===== config.mk =====
export PLATFORM = sky130hd
export DESIGN_NAME = mc_controller
export DESIGN_NICKNAME = d
export VERILOG_FILES = /design/src/rtl/mc_ctrl_pkg.sv /design/src/rtl/mc_alu_decoder.sv /design/src/rtl/mc_controller.sv
export SDC_FILE = /design/constraint.sdc
export NUM_CORES = 1
export LEC_CHECK = 0
export CAP_MARGIN = 20
export CORE_UTILIZATION = 33
export CTS_BUF_LIST = sky130_fd_sc_hd__clkbuf_2 sky130_fd_sc_hd__clkbuf_4 sky130_fd_sc_hd__clkbuf_8
export DETAILED_ROUTE_END_ITERATION = 8
export HOLD_SLACK_MARGIN = 0.08
export PLACE_DENSITY = 0.88
export SLEW_MARGIN = 20
export SYNTH_ARGS = -nofsm -noshare
export SYNTH_HDL_FRONTEND = slang
export SYNTH_SLANG_ARGS = --single-unit
export TNS_END_PERCENT = 100

===== constraint.sdc =====
create_clock -name clk -period 1.4 [get_ports clk]
set_input_delay 0.21 -clock clk [delete_from_list [all_inputs] [get_ports clk]]
set_output_delay 0.21 -clock clk [all_outputs]
set_load 0.03 [all_outputs]

===== src/rtl/mc_ctrl_pkg.sv =====
// Shared encodings for the multicycle controller: opcodes, functs, FSM states,
// ALU operation codes and mux select values.
package mc_ctrl_pkg;

  typedef enum logic [3:0] {
    ST_IF      = 4'd0,
    ST_ID      = 4'd1,
    ST_JMP     = 4'd2,
    ST_JAL     = 4'd3,
    ST_JR      = 4'd4,
    ST_BR      = 4'd5,
    ST_EX_R    = 4'd6,
    ST_EX_I    = 4'd7,
    ST_WB_R    = 4'd8,
    ST_WB_I    = 4'd9,
    ST_MEM_ADR = 4'd10,
    ST_MEM_RD  = 4'd11,
    ST_MEM_WR  = 4'd12,
    ST_WB_LW   = 4'd13,
    ST_TRAP    = 4'd14
  } state_e;

  localparam logic [5:0] OP_RTYPE = 6'b000000;
  localparam logic [5:0] OP_J     = 6'b000010;
  localparam logic [5:0] OP_JAL   = 6'b000011;
  localparam logic [5:0] OP_BEQ   = 6'b000100;
  localparam logic [5:0] OP_BNE   = 6'b000101;
  localparam logic [5:0] OP_ADDI  = 6'b001000;
  localparam logic [5:0] OP_SLTI  = 6'b001010;
  localparam logic [5:0] OP_ANDI  = 6'b001100;
  localparam logic [5:0] OP_ORI   = 6'b001101;
  localparam logic [5:0] OP_LW    = 6'b100011;
  localparam logic [5:0] OP_SW    = 6'b101011;

  localparam logic [5:0] FN_JR  = 6'b001000;
  localparam logic [5:0] FN_ADD = 6'b100000;
  localparam logic [5:0] FN_SUB = 6'b100010;
  localparam logic [5:0] FN_AND = 6'b100100;
  localparam logic [5:0] FN_OR  = 6'b100101;
  localparam logic [5:0] FN_SLT = 6'b101010;

  localparam logic [2:0] ALU_AND = 3'b000;
  localparam logic [2:0] ALU_OR  = 3'b001;
  localparam logic [2:0] ALU_ADD = 3'b010;
  localparam logic [2:0] ALU_SUB = 3'b110;
  localparam logic [2:0] ALU_SLT = 3'b111;

  localparam logic [1:0] SRCB_REG  = 2'b00;
  localparam logic [1:0] SRCB_FOUR = 2'b01;
  localparam logic [1:0] SRCB_IMM  = 2'b10;
  localparam logic [1:0] SRCB_BOFF = 2'b11;

  localparam logic [1:0] PC_ALU  = 2'b00;
  localparam logic [1:0] PC_JUMP = 2'b01;
  localparam logic [1:0] PC_BR   = 2'b10;
  localparam logic [1:0] PC_REG  = 2'b11;

  // Where an undecodable instruction goes: trap state, or quietly back to fetch.
  function automatic state_e illegal_dest(input logic trap_en);
    if (trap_en) begin
      return ST_TRAP;
    end else begin
      return ST_IF;
    end
  endfunction

  // State following ID for a given opcode/funct pair.
  function automatic state_e id_next(input logic [5:0] opcode, input logic [5:0] funct,
                                     input logic trap_en);
    state_e nxt;
    case (opcode)
      OP_RTYPE: begin
        if (funct == FN_JR) begin
          nxt = ST_JR;
        end else begin
          nxt = ST_EX_R;
        end
      end
      OP_J:                                     nxt = ST_JMP;
      OP_JAL:                                   nxt = ST_JAL;
      OP_BEQ, OP_BNE:                           nxt = ST_BR;
      OP_ADDI, OP_ANDI, OP_ORI, OP_SLTI:        nxt = ST_EX_I;
      OP_LW, OP_SW:                             nxt = ST_MEM_ADR;
      default:                                  nxt = illegal_dest(trap_en);
    endcase
    return nxt;
  endfunction

endpackage


===== src/rtl/mc_alu_decoder.sv =====
// Combinational ALU-control decode: R-type functs and I-type opcodes map to an
// ALU operation plus a flag saying the combination is supported.
module mc_alu_decoder
  import mc_ctrl_pkg::*;
(
  input  logic [5:0] opcode,
  input  logic [5:0] funct,
  output logic [2:0] alu_op,
  output logic       alu_valid
);

  // Decode funct for R-type, opcode otherwise.
  always_comb begin
    alu_op    = ALU_ADD;
    alu_valid = 1'b0;
    if (opcode == OP_RTYPE) begin
      case (funct)
        FN_ADD:  begin alu_op = ALU_ADD; alu_valid = 1'b1; end
        FN_SUB:  begin alu_op = ALU_SUB; alu_valid = 1'b1; end
        FN_AND:  begin alu_op = ALU_AND; alu_valid = 1'b1; end
        FN_OR:   begin alu_op = ALU_OR;  alu_valid = 1'b1; end
        FN_SLT:  begin alu_op = ALU_SLT; alu_valid = 1'b1; end
        default: begin alu_op = ALU_ADD; alu_valid = 1'b0; end
      endcase
    end else begin
      case (opcode)
        OP_ADDI: begin alu_op = ALU_ADD; alu_valid = 1'b1; end
        OP_ANDI: begin alu_op = ALU_AND; alu_valid = 1'b1; end
        OP_ORI:  begin alu_op = ALU_OR;  alu_valid = 1'b1; end
        OP_SLTI: begin alu_op = ALU_SLT; alu_valid = 1'b1; end
        default: begin alu_op = ALU_ADD; alu_valid = 1'b0; end
      endcase
    end
  end

endmodule


===== src/rtl/mc_controller.sv =====
// Multicycle MIPS-style control FSM. Outputs are decoded from the registered
// state, with mem_ready/zeroflag qualifying the strobes that depend on them.
module mc_controller
  import mc_ctrl_pkg::*;
#(
  parameter int ALUOP_W = 3,
  parameter int MEM_HS  = 1,
  parameter int TRAP_EN = 1
) (
  input  logic               clk,
  input  logic               rst,
  input  logic [31:0]        instruction,
  input  logic               zeroflag,
  input  logic               mem_ready,
  output logic               PCWrite,
  output logic               PCWriteCond,
  output logic               IorD,
  output logic               MemWrite,
  output logic               MemRead,
  output logic               IRWrite,
  output logic               RegDst,
  output logic               WriteRegSel,
  output logic               MemtoReg,
  output logic               WriteDataSel,
  output logic               RegWrite,
  output logic               ALUSrcA,
  output logic [1:0]         ALUSrcB,
  output logic [1:0]         PCSrc,
  output logic [ALUOP_W-1:0] ALUoperation,
  output logic               illegal,
  output logic [3:0]         state
);

  state_e      state_q, state_d;
  logic [5:0]  opcode_s, funct_s;
  logic        mem_rdy_s;
  logic        trap_en_s;
  logic [2:0]  dec_op_s, alu_op_s;
  logic        dec_valid_s;
  logic        unused_ir_s;

  assign opcode_s  = instruction[31:26];
  assign funct_s   = instruction[5:0];
  assign mem_rdy_s = (MEM_HS != 0) ? mem_ready : 1'b1;
  assign trap_en_s = (TRAP_EN != 0);
  // Register/immediate fields are consumed by the datapath only.
  assign unused_ir_s = ^instruction[25:6];

  mc_alu_decoder u_alu_dec (
    .opcode    (opcode_s),
    .funct     (funct_s),
    .alu_op    (dec_op_s),
    .alu_valid (dec_valid_s)
  );

  // State register; reset lands in fetch and abandons any access in flight.
  always_ff @(posedge clk or negedge rst) begin
    if (!rst) begin
      state_q <= ST_IF;
    end else begin
      state_q <= state_d;
    end
  end

  // Next-state and output decode, every strobe defaulting low.
  always_comb begin
    state_d      = state_q;
    PCWrite      = 1'b0;
    PCWriteCond  = 1'b0;
    IorD         = 1'b0;
    MemWrite     = 1'b0;
    MemRead      = 1'b0;
    IRWrite      = 1'b0;
    RegDst       = 1'b0;
    WriteRegSel  = 1'b0;
    MemtoReg     = 1'b0;
    WriteDataSel = 1'b0;
    RegWrite     = 1'b0;
    ALUSrcA      = 1'b0;
    ALUSrcB      = SRCB_REG;
    PCSrc        = PC_ALU;
    alu_op_s     = ALU_AND;
    illegal      = 1'b0;
    case (state_q)
      ST_IF: begin
        MemRead  = 1'b1;
        ALUSrcB  = SRCB_FOUR;
        alu_op_s = ALU_ADD;
        IRWrite  = mem_rdy_s;
        PCWrite  = mem_rdy_s;
        if (mem_rdy_s) begin
          state_d = ST_ID;
        end else begin
          state_d = ST_IF;
        end
      end
      ST_ID: begin
        ALUSrcB  = SRCB_BOFF;
        alu_op_s = ALU_ADD;
        state_d  = id_next(opcode_s, funct_s, trap_en_s);
      end
      ST_EX_R, ST_EX_I: begin
        ALUSrcA  = 1'b1;
        ALUSrcB  = (state_q == ST_EX_I) ? SRCB_IMM : SRCB_REG;
        alu_op_s = dec_op_s;
        if (!dec_valid_s) begin
          state_d = illegal_dest(trap_en_s);
        end else if (state_q == ST_EX_I) begin
          state_d = ST_WB_I;
        end else begin
          state_d = ST_WB_R;
        end
      end
      ST_WB_R: begin
        RegDst   = 1'b1;
        RegWrite = 1'b1;
        state_d  = ST_IF;
      end
      ST_WB_I: begin
        RegWrite = 1'b1;
        state_d  = ST_IF;
      end
      ST_BR: begin
        ALUSrcA  = 1'b1;
        alu_op_s = ALU_SUB;
        PCSrc    = PC_BR;
        if (opcode_s == OP_BNE) begin
          PCWrite = ~zeroflag;
        end else begin
          PCWrite = zeroflag;
        end
        state_d = ST_IF;
      end
      ST_JMP: begin
        PCSrc   = PC_JUMP;
        PCWrite = 1'b1;
        state_d = ST_IF;
      end
      ST_JR: begin
        PCSrc   = PC_REG;
        PCWrite = 1'b1;
        state_d = ST_IF;
      end
      ST_JAL: begin
        WriteRegSel  = 1'b1;
        WriteDataSel = 1'b1;
        RegWrite     = 1'b1;
        PCSrc        = PC_JUMP;
        PCWrite      = 1'b1;
        state_d      = ST_IF;
      end
      ST_MEM_ADR: begin
        ALUSrcA  = 1'b1;
        ALUSrcB  = SRCB_IMM;
        alu_op_s = ALU_ADD;
        if (opcode_s == OP_LW) begin
          state_d = ST_MEM_RD;
        end else if (opcode_s == OP_SW) begin
          state_d = ST_MEM_WR;
        end else begin
          state_d = illegal_dest(trap_en_s);
        end
      end
      ST_MEM_RD: begin
        IorD    = 1'b1;
        MemRead = 1'b1;
        if (mem_rdy_s) begin
          state_d = ST_WB_LW;
        end else begin
          state_d = ST_MEM_RD;
        end
      end
      ST_MEM_WR: begin
        IorD     = 1'b1;
        MemWrite = 1'b1;
        if (mem_rdy_s) begin
          state_d = ST_IF;
        end else begin
          state_d = ST_MEM_WR;
        end
      end
      ST_WB_LW: begin
        MemtoReg = 1'b1;
        RegWrite = 1'b1;
        state_d  = ST_IF;
      end
      ST_TRAP: begin
        illegal = 1'b1;
        state_d = ST_TRAP;
      end
      // Unused encoding: treat as a corrupted state.
      default: begin
        state_d = illegal_dest(trap_en_s);
      end
    endcase
  end

  assign ALUoperation = ALUOP_W'(alu_op_s);
  assign state        = state_q;

endmodule


==> impl_metrics.prom <==
# TYPE chip_impl_metric gauge
chip_impl_info{name="status",value="finished, violations left"} 1
chip_impl_info{name="violations_in_the_final_reports",value="setup timing"} 1
chip_impl_metric{name="post-route-worst-setup-slack",unit="ns"} -0.421
chip_impl_metric{name="ant_nets",unit=""} 0
chip_impl_metric{name="grt.overflow.total",unit=""} 0
chip_impl_metric{name="dieArea",unit="µm²"} 2810
chip_impl_metric{name="synthesis.area",unit="µm²"} 860
chip_impl_metric{name="routability_congestion_estimate_from_global_placement",unit=""} 0.981
chip_impl_metric{name="synth_compound_gate_area_share",unit=""} 0.298
chip_impl_metric{name="combinationalPowerShare",unit=""} 0.873
chip_impl_metric{name="die_width",unit="µm"} 53.0
chip_impl_metric{name="design.core.area",unit="µm²"} 2480
chip_impl_metric{name="leakage",unit="nW"} 0.942
chip_impl_metric{name="drive_gt1_frac",unit=""} 0.724
chip_impl_metric{name="buffer_ports.inserted",unit=""} 38
chip_impl_info{name="hold_path.class",value="primary input to asynchronous set/reset pin"} 1
chip_impl_metric{name="final_nets",unit=""} 270
chip_impl_info{name="ctsRootBufferMaster",value="sky130_fd_sc_hd__clkbuf_4"} 1
chip_impl_info{name="timing.critical_path.to_type",value="output pin"} 1
chip_impl_metric{name="routed-via-count",unit=""} 1673
chip_impl_info{name="worstSetupPathType",value="register to output pin"} 1
chip_impl_metric{name="htree_levels",unit=""} 1
chip_impl_metric{name="first_iter_violations",unit=""} 130
chip_impl_metric{name="placedCellCount",unit=""} 239
chip_impl_metric{name="yosys_warnings",unit=""} 0
chip_impl_info{name="synth_top_flop_cell",value="sky130_fd_sc_hd__dfrtp_1"} 1
chip_impl_metric{name="switching_share",unit=""} 0.520
chip_impl_metric{name="clk_latency",unit="ns"} 0.26
chip_impl_metric{name="clkSinkCount",unit=""} 4
chip_impl_metric{name="synth_seq_area_share",unit=""} 0.116
chip_impl_metric{name="crit_arrival",unit="ns"} 1.61
chip_impl_metric{name="yosys.area_share.adder",unit=""} 0
chip_impl_metric{name="timing.final.crit_share",unit=""} 1.30
chip_impl_metric{name="synth_cell_type_count",unit=""} 45
chip_impl_metric{name="initial_antenna_violation_count",unit=""} 1
chip_impl_metric{name="setup-violations-final",unit=""} 23
chip_impl_info{name="layout_commonest_cell",value="sky130_fd_sc_hd__buf_4"} 1
chip_impl_metric{name="synth_simple_gate_area_frac",unit=""} 0.466
chip_impl_metric{name="area_delta_synth_final",unit="%"} 163
chip_impl_metric{name="finalWorstPathRequiredPeriod",unit="ns"} 1.82
chip_impl_metric{name="clockBufferDepth",unit=""} 2
chip_impl_info{name="rsz0062_at_grt",value="yes"} 1
chip_impl_metric{name="power.net_switching",unit="mW"} 1.89
chip_impl_metric{name="drcViolationCount",unit=""} 0
chip_impl_metric{name="numCtsBuffers",unit=""} 3
chip_impl_info{name="reg2reg_from",value="state[2]"} 1
chip_impl_metric{name="ff2ff_setup_slack",unit="ns"} -0.29
chip_impl_metric{name="maxCapViolations",unit=""} 0
chip_impl_metric{name="hold_viol_final",unit=""} 0
chip_impl_metric{name="totalNegativeSetupSlack",unit="ns"} -6.83
chip_impl_metric{name="die_y",unit="µm"} 53.0
chip_impl_metric{name="synth_mux_area_frac",unit=""} 0.0116
chip_impl_info{name="final_cell_mix",value="sky130_fd_sc_hd__buf_4 (49), sky130_fd_sc_hd__buf_6 (44), sky130_fd_sc_hd__nand2_1 (9)"} 1
chip_impl_metric{name="synth-xor-area-share",unit=""} 0
chip_impl_info{name="setup.worst_path.end",value="ALUSrcB[1]"} 1
chip_impl_metric{name="synth_enable_flop_cells",unit=""} 0
chip_impl_metric{name="drt_first_pass_iters",unit=""} 4
chip_impl_metric{name="max_ffs_per_register",unit=""} 4
chip_impl_metric{name="finished_layout_cells",unit=""} 263
chip_impl_metric{name="rows",unit=""} 18
chip_impl_info{name="worst_r2r_endpoint",value="state[0]"} 1
chip_impl_metric{name="floorplan.initialDensity",unit=""} 0.347
chip_impl_metric{name="maximum_number_of_pins_on_one_net_before_global_route_repair",unit=""} 13
chip_impl_metric{name="seq_power_share",unit=""} 0.080
chip_impl_info{name="tritoncts_clock_tree",value="done"} 1
chip_impl_metric{name="grt_pass1_wl",unit="µm"} 7480
chip_impl_metric{name="dp_slack",unit="ns"} -1.08
chip_impl_metric{name="report.final.slew_viol_count",unit=""} 0
chip_impl_metric{name="cts.clk_slew.worst_paths",unit="ns"} 0.05
chip_impl_metric{name="ys_async_sr_fraction",unit=""} 1.00
chip_impl_metric{name="report.power.total",unit="mW"} 3.63
chip_impl_metric{name="worst_case_vdd_ir_drop",unit="µV"} 1930
chip_impl_info{name="critPathLaunchType",value="register"} 1
chip_impl_metric{name="groute.usage.overall",unit=""} 0.374
chip_impl_metric{name="via_count_of_the_first_global_routing_pass",unit=""} 1511
chip_impl_metric{name="post_synth.cell_area_avg",unit="µm²"} 6.41
chip_impl_metric{name="ioPinCount",unit=""} 60
chip_impl_metric{name="share_clk_of_total_power",unit=""} 0.047
chip_impl_metric{name="worst_r2r_path_depth",unit=""} 6
chip_impl_info{name="synth_top_family_by_area",value="simple AND/OR/NAND/NOR gates"} 1
chip_impl_metric{name="synthesis.instances",unit=""} 134
chip_impl_info{name="worstSetupStartpoint",value="state[2]"} 1
chip_impl_metric{name="fin_worst_hold_slack",unit="ns"} 0.157
chip_impl_metric{name="routed_via_density",unit=""} 6.36
chip_impl_metric{name="critPathMaxFanout",unit=""} 6
chip_impl_metric{name="power.internal",unit="mW"} 1.74
chip_impl_metric{name="power.density",unit="nW/µm²"} 1610
chip_impl_metric{name="worstPathRequired",unit="ns"} 1.19
chip_impl_metric{name="max_clock_freq",unit="GHz"} 0.549
chip_impl_metric{name="clock-skew-final",unit="ns"} 0.00553
chip_impl_metric{name="detailedPlacementHpwl",unit="µm"} 2930
chip_impl_metric{name="finalWirelength",unit="µm"} 6050
chip_impl_metric{name="yosys_register_bits",unit=""} 4
chip_impl_metric{name="cts_hold_buffers",unit=""} 0
chip_impl_metric{name="synth.net_count",unit=""} 170
chip_impl_metric{name="wire_per_inst",unit="µm"} 23.0
==> Yosys cell counts, drive strengths merged, types with 2 or more instances <==
cell	n	area share
dfrtp	4	0.12
nor2b	4	0.029
nand2b	6	0.044
or3	2	0.026
inv	6	0.026
a21oi	9	0.052
nor3	5	0.029
nor2	15	0.065
nand4	3	0.022
a31oi	6	0.044
clkbuf	8	0.035
nand2	15	0.068
a211oi	2	0.017
or2	4	0.029
buf	5	0.042
nand3	5	0.029
o21ai	7	0.041
nor4	6	0.044
==> critical path, stage by stage (launching register included) <==
cell and delay, ns:
sky130_fd_sc_hd__dfrtp_2 0.47, sky130_fd_sc_hd__buf_6 0.15, sky130_fd_sc_hd__or2_4 0.26, sky130_fd_sc_hd__or2_4 0.26, sky130_fd_sc_hd__o21ai_4 0.07, sky130_fd_sc_hd__buf_6 0.15
==> per-layer routing <==
layer,vias up,global-route usage,share of wire
met5,-,0,0
li1,697,-,-
met3,42,0.0374,0.091
met2,140,0.654,0.48
met1,794,0.450,0.37
met4,0,0.180,0.057
==> area by class of cell <==
type / instances / area (µm²)
fillers: 108 / 215
repair buffers: 108 / 993
inverters: 6 / 28.8
well taps: 30 / 37.5
multi-input cells: 111 / 1070
clock buffers: 3 / 22.5
flip-flops and latches: 4 / 105
diodes: 1 / 2.50
==> cell families (layout without fill, tap and decap cells) <==
group / Yosys count / in the layout
AO/OA/AOI/OAI: 36 / 36
other: 1 / 2
AND/OR/NAND/NOR: 73 / 73
flip-flops: 4 / 4
buffers and inverters: 19 / 117
multiplexers: 1 / 1
==> through the flow <==
stage / utilization / instance area, µm²
global placement: 0.710 / 1760
finish: 0.913 / 2260
floorplan: - / 1140
CTS: 0.856 / 2120
detailed placement: 0.710 / 1760
global route: 0.913 / 2260
==> worst min-delay path by stage <==
stage,startpoint,end,slack [ns]
5_1_grt,rst,state[1],0.17
3_3_place_gp,rst,state[0],0.41
4_1_cts,rst,state[0],0.17
3_5_place_dp,rst,state[0],0.43
2_1_floorplan,rst,state[0],-0.09
6_report,rst,state[1],0.16
==> power by group through the flow <==
| stage | registers, mW | logic, mW | clock network, mW |
|---|---|---|---|
| after floorplan | 0.276 | 1.43 | 0 |
| after global placement | 0.250 | 2.19 | 0 |
| after detailed placement | 0.250 | 2.24 | 0 |
| after CTS | 0.262 | 2.72 | 0.154 |
| after global routing | 0.288 | 3.30 | 0.174 |
| final | 0.291 | 3.17 | 0.171 |
==> what timing repair did <==
item,4_1_cts,5_1_grt
buffers inserted,14,6
endpoints found under the setup margin,23,25
gates resized for setup,113,39
pin swaps,26,23
hold endpoints to repair,0,0
Power figures use the tool's default switching activity.
